## config.mk

```make
export PLATFORM = sky130hd
export DESIGN_NAME = seq_det_ctrl
export DESIGN_NICKNAME = d
export VERILOG_FILES = /design/src/rtl/seq_det_ctrl.sv
export SDC_FILE = /design/constraint.sdc
export NUM_CORES = 1
export LEC_CHECK = 0
export ABC_AREA = 1
export CORE_MARGIN = 5
export CORE_UTILIZATION = 48
export CTS_CLUSTER_DIAMETER = 120
export DETAILED_ROUTE_END_ITERATION = 10
export HOLD_SLACK_MARGIN = 0.03
export PLACE_DENSITY = 0.86
export SETUP_SLACK_MARGIN = 0.1
export SKIP_LAST_GASP = 1
export SLEW_MARGIN = 10
export SYNTH_ARGS = -nofsm -noshare
export SYNTH_HDL_FRONTEND = slang
export SYNTH_SLANG_ARGS = --single-unit
```

## constraint.sdc

```tcl
create_clock -name clk -period 2 [get_ports clk]
set_clock_uncertainty 0.15 [all_clocks]
set_input_delay 0.4 -clock clk [delete_from_list [all_inputs] [get_ports clk]]
set_output_delay 0.4 -clock clk [all_outputs]
set_load 0.02 [all_outputs]
```

## src/rtl/seq_det_ctrl.sv

```systemverilog
// Runtime-configured serial sequence detector: accepts a pattern over a
// valid/ready handshake, counts matches on a gated bit stream, and reports DONE.
module seq_det_ctrl #(
  parameter int PAT_W = 8,
  parameter int LEN_W = 4,
  parameter int CNT_W = 8
) (
  input  logic             clk,
  input  logic             rst,
  input  logic             cfg_valid,
  output logic             cfg_ready,
  input  logic [PAT_W-1:0] cfg_pat,
  input  logic [LEN_W-1:0] cfg_len,
  input  logic             cfg_overlap,
  input  logic [CNT_W-1:0] cfg_target,
  output logic             cfg_err,
  input  logic             start,
  input  logic             abort,
  input  logic             bit_valid,
  input  logic             bit_in,
  output logic             match,
  output logic [CNT_W-1:0] match_cnt,
  output logic             busy,
  output logic             done
);

  typedef enum logic [1:0] {
    ST_IDLE  = 2'd0,
    ST_ARMED = 2'd1,
    ST_RUN   = 2'd2,
    ST_DONE  = 2'd3
  } state_t;

  localparam logic [LEN_W-1:0] PAT_W_L = LEN_W'(PAT_W);

  state_t             state_r;
  logic [PAT_W-1:0]   pat_r;
  logic [LEN_W-1:0]   len_r;
  logic               overlap_r;
  logic [CNT_W-1:0]   target_r;
  logic [PAT_W-1:0]   hist_r;
  logic [LEN_W-1:0]   fill_r;
  logic [CNT_W-1:0]   match_cnt_r;
  logic               match_r;
  logic               cfg_err_r;
  logic               cfg_ready_r;
  logic               busy_r;
  logic               done_r;

  logic [PAT_W-1:0]   hist_next_s;
  logic [LEN_W-1:0]   fill_next_s;
  logic [PAT_W-1:0]   len_mask_s;
  logic               match_s;
  logic [CNT_W-1:0]   cnt_inc_s;
  logic               cfg_len_ok_s;

  // Post-shift history, saturating fill, length mask and match decision
  always_comb begin
    hist_next_s  = {hist_r[PAT_W-2:0], bit_in};
    len_mask_s   = '0;
    for (int i = 0; i < PAT_W; i++) begin
      len_mask_s[i] = (LEN_W'(i) < len_r);
    end
    if (fill_r == PAT_W_L) begin
      fill_next_s = fill_r;
    end else begin
      fill_next_s = fill_r + {{(LEN_W-1){1'b0}}, 1'b1};
    end
    if (match_cnt_r == {CNT_W{1'b1}}) begin
      cnt_inc_s = match_cnt_r;
    end else begin
      cnt_inc_s = match_cnt_r + {{(CNT_W-1){1'b0}}, 1'b1};
    end
    match_s      = (fill_next_s >= len_r) &&
                   (((hist_next_s ^ pat_r) & len_mask_s) == '0);
    cfg_len_ok_s = (cfg_len != '0) && (cfg_len <= PAT_W_L);
  end

  // Controller FSM with all outputs registered
  always_ff @(posedge clk) begin
    if (rst) begin
      state_r     <= ST_IDLE;
      pat_r       <= '0;
      len_r       <= '0;
      overlap_r   <= 1'b0;
      target_r    <= '0;
      hist_r      <= '0;
      fill_r      <= '0;
      match_cnt_r <= '0;
      match_r     <= 1'b0;
      cfg_err_r   <= 1'b0;
      cfg_ready_r <= 1'b1;
      busy_r      <= 1'b0;
      done_r      <= 1'b0;
    end else begin
      match_r   <= 1'b0;
      cfg_err_r <= 1'b0;
      case (state_r)
        ST_IDLE: begin
          if (cfg_valid) begin
            if (cfg_len_ok_s) begin
              pat_r       <= cfg_pat;
              len_r       <= cfg_len;
              overlap_r   <= cfg_overlap;
              target_r    <= cfg_target;
              state_r     <= ST_ARMED;
              cfg_ready_r <= 1'b0;
            end else begin
              cfg_err_r <= 1'b1;
            end
          end
        end
        ST_ARMED: begin
          if (abort) begin
            state_r     <= ST_IDLE;
            cfg_ready_r <= 1'b1;
          end else if (start) begin
            state_r     <= ST_RUN;
            busy_r      <= 1'b1;
            hist_r      <= '0;
            fill_r      <= '0;
            match_cnt_r <= '0;
          end
        end
        ST_RUN: begin
          // abort wins over a match completing on the same cycle
          if (abort) begin
            state_r     <= ST_IDLE;
            busy_r      <= 1'b0;
            cfg_ready_r <= 1'b1;
          end else if (bit_valid) begin
            hist_r <= hist_next_s;
            if (match_s) begin
              match_r     <= 1'b1;
              match_cnt_r <= cnt_inc_s;
              fill_r      <= overlap_r ? fill_next_s : '0;
              if ((target_r != '0) && (cnt_inc_s == target_r)) begin
                state_r <= ST_DONE;
                busy_r  <= 1'b0;
                done_r  <= 1'b1;
              end
            end else begin
              fill_r <= fill_next_s;
            end
          end
        end
        ST_DONE: begin
          if (abort) begin
            state_r     <= ST_IDLE;
            done_r      <= 1'b0;
            cfg_ready_r <= 1'b1;
          end else if (start) begin
            state_r     <= ST_RUN;
            done_r      <= 1'b0;
            busy_r      <= 1'b1;
            hist_r      <= '0;
            fill_r      <= '0;
            match_cnt_r <= '0;
          end
        end
        default: begin
          state_r     <= ST_IDLE;
          busy_r      <= 1'b0;
          done_r      <= 1'b0;
          cfg_ready_r <= 1'b1;
        end
      endcase
    end
  end

  assign cfg_ready = cfg_ready_r;
  assign cfg_err   = cfg_err_r;
  assign match     = match_r;
  assign match_cnt = match_cnt_r;
  assign busy      = busy_r;
  assign done      = done_r;

endmodule

```

==> results.txt <==
TritonCTS Buffers = 5
Synth Cell Area = 2620 sq um
setup violators final = 17
number of antenna-violating nets in the routed design = 0
IO Count = 41
total wire length = 8.08 mm
vias in the first global route = 2781
Sink Count = 47
post-route cell area = 3700 sq um
Worst Hold Launch = pat_r[3]
final worst-path cycle share = 118%
crit end category = flop
Pwr Total = 3600 uW
Ys Warns = 0
Final Util = 68.4%
CTS tree = built
Clk Latency, worst-skew pair = 300 ps
unrepaired setup endpoints after global routing = true
Max rail drop VDD = 0.516 mV
largest net degree at the start of global routing = 22
# rows = 27
via count = 2917
Final Critical Period = 2350 ps
Final Non-Filler Cells = 535
post-synth cell types = 28
port bufs = 40
Layout Area Growth over Synthesis = 41.0%
Crit-path slowest cell = dfxtp_4
Core ar. = 5410 sq um
WHS = 322 ps
DR vias/cell = 5.45
CP max stage delay = 370 ps
Peak Freq = 425 MHz
placed wire-length estimate = 5.45 mm
Hold Crit Class = reg -> reg
fin. max-slew vios = 0
die area = 7040 sq um
CTS clk-pin slew, worst paths = 90 ps
critical path class = reg -> reg
Ant. Diodes = 0
violated checks = setup timing
CP delay by family, top = simple AND/OR/NAND/NOR gates
Die X = 83.9 um
DRC = 0
initial antenna violation count = 0
Initial Utilization = 48.5%
startpoint types = flop
syn_nets = 422
worst path cell trace = ha_1 -> xnor2_1 -> nor2_1 -> ha_1 -> nand4_1 -> nand3_2 -> nand3_4 -> nand2_4 -> nand2_8 -> buf_6 -> nand2_1 -> a21oi_1
TritonRoute pass-1 iters = 4
Final Hold Fails = 0
Mapped Cells = 387
Starting DRT DRC Count = 311
CP arrival = 2440 ps
GRT Overall Usage = 21.5%
Post-CTS Hold Buffers = 0
syn_area_per_cell = 6.78 sq um
nets = 498
Placer Congestion = 0.911
worst reg2reg path startpoint = fill_r[0]
CP startpoint = fill_r[0]
relative slew slack = 75.6%
Clock H-tree levels = 2
Worst-Margin Slew = 364 ps
status = finished, violations left
Required @ worst endpoint = 2090 ps
maximum clock path buffer count = 2
CP Max Fanout = 7
max_cap viols = 0
dpl cell area = 3340 sq um
die height = 83.9 um
Clock Tree Root = clkbuf_8
global-route wire length before repair = 12.4 mm
crit-path most repeated cell = ha_1
GR Overflow Total = 0
synthesized flop and latch total = 47
pwr dens = 974 nW/um^2
CP bufs+invs = 1
setup ws final = -350 ps
layout cells sized above 1 = 24.2%
routed wire length per instance = 15.1 um
sequential element share of the synthesized area = 35.9%
Leak Pwr = 0.00165 uW
dpl cells = 521
-- tightest hold or removal path: stages, from the launching register on --
cell and delay [ps]:
dfxtp_1 320, inv_1 60, a21oi_1 50
-- sequential cells by signal, indices dropped and copies added, names as in the netlist --
register   count
hist_r         7
state_r        2
len_r          4
cfg_ready      1
done           1
match          1
fill_r         4
pat_r          8
target_r       8
cfg_err        1
match_cnt      8
busy           1
overlap_r      1
-- layout by cell type (no fill, tap or decap), types with 4 or more instances in the layout --
master            n
a21oi_1          31
a21oi_2          12
buf_4            33
buf_6             6
clkbuf_8          5
clkdlybuf4s50_1  33
dfxtp_1          42
dfxtp_2           4
dlygate4sd2_1     7
inv_1            48
inv_2             8
nand2_1          68
nand2_2           8
nand3_1          30
nand3_2           6
nand4_1           6
nor2_1           31
nor2_2            6
o21ai_0          30
o21ai_1           4
o32ai_1           6
-- routing by layer --
layer | GRT usage, % | up-vias | routed length, um
met4 | 8.04 | 0 | 363
met5 | 0 | - | 0
li1 | - | 1421 | -
met2 | 41.1 | 125 | 4220
met1 | 23.2 | 1336 | 2960
met3 | 3.75 | 35 | 538
-- path summary, 6_finish.rpt --
| path | end | slack (ps) | cells past startpoint |
|---|---|---|---|
| setup / recovery | match_cnt[1] | -350 | 12 |
| hold reg to reg | pat_r[3] | 320 | 2 |
| hold / removal | pat_r[3] | 320 | 2 |
| setup reg to reg | match_cnt[1] | -350 | 12 |
-- area by class of cell --
class,instances,area (sq um)
clock buffer,5,68.8
clock inverter,2,37.5
fill,458,1710
inverter,59,229
multi-input combinational,270,1600
sequential,47,950
tap,72,90.1
timing repair buffer,80,727
-- Yosys cell counts --
| library cell | number | area share [%] |
|---|---|---|
| a21oi_1 | 41 | 7.8 |
| a21oi_2 | 2 | 0.67 |
| buf_2 | 3 | 0.57 |
| buf_6 | 2 | 0.86 |
| clkbuf_1 | 6 | 0.86 |
| clkinv_1 | 1 | 0.14 |
| dfxtp_1 | 47 | 36 |
| ha_1 | 7 | 3.3 |
| inv_1 | 53 | 7.6 |
| inv_2 | 5 | 0.72 |
| nand2_1 | 75 | 11 |
| nand2_2 | 4 | 0.95 |
| nand2_4 | 1 | 0.43 |
| nand3_1 | 33 | 6.3 |
| nand3_2 | 4 | 1.5 |
| nand4_1 | 6 | 1.4 |
| nor2_1 | 34 | 4.9 |
| nor2_2 | 5 | 1.2 |
| nor2_4 | 1 | 0.43 |
| nor2_8 | 1 | 0.76 |
| nor3_1 | 2 | 0.38 |
| o211ai_1 | 2 | 0.57 |
| o21ai_0 | 36 | 6.9 |
| o21bai_1 | 1 | 0.29 |
| o22ai_1 | 2 | 0.48 |
| o32ai_1 | 6 | 2.0 |
| xnor2_1 | 2 | 0.67 |
| xor2_1 | 5 | 1.7 |
-- report_power, final --
group	switching, uW	total (uW)	internal [uW]
Combinational	979	1680	703
Sequential	137	1230	1100
Clock	321	687	366
Total	1440	3600	2160
-- stage by stage --
step           worst slack, ps  TNS (ps)
2_1_floorplan            -50.2      -256
3_3_place_gp              -239     -4170
3_5_place_dp              -360     -6490
4_1_cts                   -253     -3030
5_1_grt                   -455     -5870
6_report                  -350     -4320
-- timing repair --
| item | CTS | global route |
|---|---|---|
| endpoints found under the setup margin | 24 | 28 |
| resized for setup | 23 | 39 |
| pin swaps | 9 | 12 |
| setup buffers | 4 | 3 |
-- cell families (layout without fill, tap and decap cells) --
| kind of cell | count (synthesis) | count (layout) | share of synthesized area, % |
|---|---|---|---|
| AND/OR/NAND/NOR | 166 | 166 | 29.0 |
| AO/OA/AOI/OAI | 90 | 90 | 18.7 |
| XOR/XNOR | 7 | 7 | 2.34 |
| buffers and inverters | 70 | 146 | 10.7 |
| flip-flops | 47 | 47 | 35.9 |
| adder cells (fa/ha/maj) | 7 | 7 | 3.34 |
(Power assumes the default switching activity.)
